[src/rtl/id_ex_pipe_reg.sv]
// ID->EX pipeline register with valid/ready handshake, stall hold, flush-to-bubble
// and an optional skid entry. All state updates on the falling edge of Clk.
module id_ex_pipe_reg #(
  parameter int PC_W    = 32,
  parameter int DATA_W  = 32,
  parameter int FUNC_W  = 6,
  parameter int IMM_W   = 16,
  parameter int REG_W   = 5,
  parameter bit SKID_EN = 1'b1
) (
  input  logic              Clk,
  input  logic              Reset,
  input  logic              in_valid,
  output logic              in_ready,
  input  logic [PC_W-1:0]   PC4,
  input  logic [PC_W-1:0]   Jtarg,
  input  logic [DATA_W-1:0] busA,
  input  logic [DATA_W-1:0] busB,
  input  logic [FUNC_W-1:0] func,
  input  logic [IMM_W-1:0]  immd,
  input  logic [REG_W-1:0]  Rd,
  input  logic [REG_W-1:0]  Rt,
  input  logic              flush,
  input  logic              out_ready,
  output logic              out_valid,
  output logic [PC_W-1:0]   E_PC4,
  output logic [PC_W-1:0]   E_Jtarg,
  output logic [DATA_W-1:0] E_busA,
  output logic [DATA_W-1:0] E_busB,
  output logic [FUNC_W-1:0] E_func,
  output logic [IMM_W-1:0]  E_immd,
  output logic [REG_W-1:0]  E_Rd,
  output logic [REG_W-1:0]  E_Rt,
  output logic [1:0]        occ
);

  localparam int PL_W = 2*PC_W + 2*DATA_W + FUNC_W + IMM_W + 2*REG_W;

  typedef enum logic [1:0] {
    ST_EMPTY = 2'd0,
    ST_FULL  = 2'd1,
    ST_SKID  = 2'd2
  } state_t;

  state_t            r_state;
  state_t            w_state_nxt;
  logic [PL_W-1:0]   r_main;
  logic [PL_W-1:0]   r_skid;
  logic              r_init;
  logic [PL_W-1:0]   w_in_pl;
  logic              w_rdy;
  logic              w_acc;
  logic              w_iss;
  logic              w_load_in;
  logic              w_load_skid;
  logic              w_fill_skid;

  assign w_in_pl   = {PC4, Jtarg, busA, busB, func, immd, Rd, Rt};
  assign {E_PC4, E_Jtarg, E_busA, E_busB, E_func, E_immd, E_Rd, E_Rt} = r_main;
  assign out_valid = (r_state != ST_EMPTY);
  assign occ       = r_state;
  assign in_ready  = w_rdy;
  assign w_acc     = in_valid & w_rdy;
  assign w_iss     = out_valid & out_ready;

  // r_init keeps in_ready low until the first falling edge after Reset drops.
  always_comb begin
    if (SKID_EN) w_rdy = r_init & (r_state != ST_SKID);
    else         w_rdy = r_init & (~out_valid | out_ready);
  end

  always_comb begin
    // NOTE: every output of this block gets a default first, so no path leaves one unassigned and no latch is inferred.
    w_state_nxt = r_state;
    w_load_in   = 1'b0;
    w_load_skid = 1'b0;
    w_fill_skid = 1'b0;
    unique case (r_state)
      ST_EMPTY: if (w_acc) begin
        w_state_nxt = ST_FULL;
        w_load_in   = 1'b1;
      end
      ST_FULL: begin
        if (w_acc && w_iss) begin
          w_load_in   = 1'b1;
        end else if (w_acc) begin
          w_state_nxt = ST_SKID;
          w_fill_skid = 1'b1;
        end else if (w_iss) begin
          w_state_nxt = ST_EMPTY;
        end
      end
      ST_SKID: if (w_iss) begin
        w_state_nxt = ST_FULL;
        w_load_skid = 1'b1;
      end
      default: w_state_nxt = ST_EMPTY;
    endcase
    if (flush) begin
      w_state_nxt = ST_EMPTY;
      w_load_in   = 1'b0;
      w_load_skid = 1'b0;
      w_fill_skid = 1'b0;
    end
  end

  // NOTE: sequential state uses non-blocking assignments so every register samples pre-edge values.
  always_ff @(negedge Clk or posedge Reset) begin
    if (Reset) begin
      r_state <= ST_EMPTY;
      r_init  <= 1'b0;
      r_main  <= '0;
    end else begin
      r_state <= w_state_nxt;
      r_init  <= 1'b1;
      if (flush)            r_main <= '0;
      else if (w_load_in)   r_main <= w_in_pl;
      else if (w_load_skid) r_main <= r_skid;
    end
  end

  // NOTE: the skid payload is not reset; its validity is carried entirely by r_state.
  always_ff @(negedge Clk) begin
    if (w_fill_skid) r_skid <= w_in_pl;
  end

endmodule
[config.mk]
export PLATFORM = sky130hd
export DESIGN_NAME = id_ex_pipe_reg
export DESIGN_NICKNAME = d
export VERILOG_FILES = /design/src/rtl/id_ex_pipe_reg.sv
export SDC_FILE = /design/constraint.sdc
export NUM_CORES = 1
export LEC_CHECK = 0
export CAP_MARGIN = 30
export CORE_MARGIN = 5
export CORE_UTILIZATION = 48
export CTS_BUF_LIST = sky130_fd_sc_hd__clkbuf_16
export CTS_CLUSTER_DIAMETER = 30
export CTS_CLUSTER_SIZE = 14
export DETAILED_ROUTE_END_ITERATION = 16
export PLACE_DENSITY = 0.83
export SYNTH_ARGS = -nofsm -noshare
export SYNTH_HDL_FRONTEND = slang
export SYNTH_SLANG_ARGS = --single-unit
[constraint.sdc]
create_clock -name Clk -period 19.1 [get_ports Clk]
set_clock_uncertainty 0.2 [all_clocks]
set_input_delay 2.865 -clock Clk [delete_from_list [all_inputs] [get_ports Clk]]
set_output_delay 2.865 -clock Clk [all_outputs]
set_load 0.005 [all_outputs]
Word level (Yosys, flattened, before mapping):

Cells that the tools add are included.

* output and inout port bits: 164
* input bits: 165
* bits in registers: 323
* word-level logic and storage cells: 39

* bitwise operators: 3
* multiplexer cells: 20
* equality and inequality tests: 7
* reduce and logical (&&, ||, !) cells: 5

Operator list (number)
* 160-bit 2-to-1 mux: 3
* 2-bit 2-to-1 mux: 6
* 1-bit 2-to-1 mux: 9
* 3-bit inequality test (second input constant): 3
* 2-bit one-hot mux with 3 select lines: 1
* 4-bit inequality test (second input constant): 1
* 4-bit AND reduction: 1
* 1-bit AND: 3
* 3-bit nonzero test: 1
* 2-bit by 1-bit == test with 1-bit output (second input constant): 1
* 2-bit == test (second input constant): 1
* 2-bit zero test: 1
* 2-bit inequality test (second input constant): 1
* 1-bit one-hot mux with 2 select lines: 1
* 2-bit nonzero test: 1
* 1-bit logical AND: 1

Depth between registers and ports, before layout:

* depth in word-level cells: 9
* depth in mapped cells: 8
* depth with buffers taken out: 4

==> impl_metrics.toml <==
[timing]
rsz0062_at_grt = "false"
hold_ws_ns = 0.2220
setup_viol = 0
hold_violations = 0
final_max_slew_viol_count = 0
worst_pin_slew_ns = 0.9290
slew_headroom = 0.3807
setup_tns_ns = 0

[critical_path]
critPathLaunchType = "input pin"
crit_cells = 7
crit_required_ns = 9.70
worstRegToRegCells = 6
worstSetupPathType = "in2reg"
crit_chain = "clkdlybuf4s50_1 -> nand2b_1 -> a221oi_4 -> buf_4 -> or2_4 -> buf_4 -> o21ai_0"
cp_num_buf_inv = 3
cpMaxStageDelayCell = "or2_4"
cpMostUsedCell = "buf_4"
slowest_delay_ns = 0.78
cp_max_fo = 79
critPathCaptureType = "register"
worst_ep_arrival_time_ns = 6.33
cp_top_family = "buffers and inverters"

[grt]
grt_antenna_before_repair = 0
track_usage = 0.2341
grt_pass1_wl_um = 53740
grt-ovfl-total = 0
grt_pass1_vias = 9952
grt_start_max_net_pins = 162

[place]
dp_cells = 1493
portBuffers = 328
dp_hpwl_um = 21170
routabilityCongestion = 0.8232

[final_layout]
syn_to_final_growth_pct = 50.31
fin_util = 0.7346
instances_no_fill = 1764
fillers = 1576
diodes = 0
final_cell_mix = "328 x clkdlybuf4s50_1, 164 x inv_1, 163 x dfrtn_1"
mostFrequentLayoutCell = "clkdlybuf4s50_1"
layout-drive-gt1-share = 0.08508
final_nets = 1549

[floorplan]
io_pins = 329
die_width_um = 170.4
start_util = 0.4888
die_h_um = 170.4
dieArea_mm2 = 0.02902
num_rows = 58
design.core.area_mm2 = 0.02525

[routing]
wl_per_cell_um = 19.75
num_vias = 9230
vias_per_cell = 5.232
remaining_drc_errors = 0
antenna_left = 0
initialDrtViolationCount = 659
firstDrtPassIters = 5
wl_um = 34840

[run_status]
status = "complete, no violations"

[clock_network]
cts_hold_buffers = 0
cts_tree = "built"
clk_pin_slew_worst_paths_ns = 0.04
clk-insertion-delay-late_ns = 0.62
cts-root-buf = "clkbuf_16"
cts_buffer_depth = 3
cts_inserted_buffers = 58
htree_levels = 2
cts.sinks = 323
cts_resized = 0
postCtsSetupRepairBufs = 0

[min_path]
hold_path_class = "reg2reg"
hold_path_depth = 2

[synthesis]
syn-num-nets = 1043
netlist_instances = 878
yosys_warnings = 0
syn_avg_cell_area_um2 = 14.06
synth-seq-cells = 323
ys_types = 24
syn_area_mm2 = 0.01234
ys_seq_area_frac = 0.7197

[pwr]
p_leak_nw = 7.792
p_total_mw = 2.176
powerDensity_mw_per_mm2 = 117.3
peakVddDrop_uv = 95.23

[job]
cap_violations = 0
[metrics by stage]
stage                     worst slack [ns]  area, µm²
final                                3.372      18550
after global routing                 3.188      18550
after CTS                            3.368      18500
after detailed placement             2.848      15870
after global placement               3.013      15840
after floorplan                     0.7192      12360
[cell usage after synthesis (all sizes together)]
cell type | number | area [µm²]
nand2b | 2 | 12.51
clkbuf | 14 | 55.05
inv | 2 | 7.510
dfrtn | 163 | 4079
nor2 | 1 | 3.750
buf | 40 | 269.0
conb | 1 | 3.750
o21ai | 160 | 800.8
nand2 | 161 | 604.3
nor4 | 1 | 6.260
mux2i | 161 | 1612
o22a | 1 | 8.760
a21oi | 1 | 5.000
nor3 | 2 | 10.01
a221oi | 1 | 15.01
nor2b | 2 | 12.51
and2 | 1 | 6.260
edfxtp | 160 | 4805
or2 | 3 | 18.77
and3b | 1 | 8.760
[cell type report]
class / instances / area (µm²) / area share
clock inverters: 210 / 1131 / 0.06097
inverters: 1 / 8.758 / 0.0004721
multi-input cells: 499 / 3162 / 0.1704
well taps: 330 / 412.9 / 0.02226
flip-flops and latches: 323 / 8884 / 0.4788
clock buffers: 60 / 1501 / 0.08093
repair buffers: 341 / 3453 / 0.1861
[sequential cells by signal (all words and copies together) (netlist names)]
| signal | flops |
|---|---|
| occ | 2 |
| r_main | 160 |
| r_init | 1 |
| r_skid | 160 |
[worst paths after layout]
check / end / start / slack, ns
worst max-delay path: r_main[20]$_DFFE_NP0P_ / out_ready / 3.37
worst min-delay path: r_main[3]$_DFFE_NP0P_ / r_main[3]$_DFFE_NP0P_ / 0.22
worst max register to register: r_main[20]$_DFFE_NP0P_ / occ[1]$_DFFE_NP0P_ / 15.10
worst min register to register: r_main[3]$_DFFE_NP0P_ / r_main[3]$_DFFE_NP0P_ / 0.22
max in group asynchronous: r_main[118]$_DFFE_NP0P_ / Reset / 5.34
min in group asynchronous: r_main[81]$_DFFE_NP0P_ / Reset / 12.08
[tightest hold or removal path: stages (launching register included)]
cell,delay (ns)
dfrtn_1,0.40
nand2_1,0.04
o21ai_0,0.06
[power by group]
group / internal [mW] / switching (mW) / total [mW]
Sequential: 0.771 / 0.0195 / 0.790
Clock: 0.723 / 0.473 / 1.20
Combinational: 0.106 / 0.0835 / 0.190
[cell families (layout without fill, tap and decap cells)]
group	after synthesis	count (layout)	synth area share
AO/OA/AOI/OAI	163	163	0.06721
buffers and inverters	56	612	0.02686
flip-flops	323	323	0.7197
multiplexers	161	161	0.1306
other	1	1	0.0003038
AND/OR/NAND/NOR	174	174	0.05535
[per-layer routing]
layer | track usage | share of wire
met1 | 0.2903 | 0.39
met2 | 0.3851 | 0.49
met3 | 0.06922 | 0.086
met4 | 0.09931 | 0.038
met5 | 0 | 0
No activity file was read; power rests on OpenSTA's default activity.
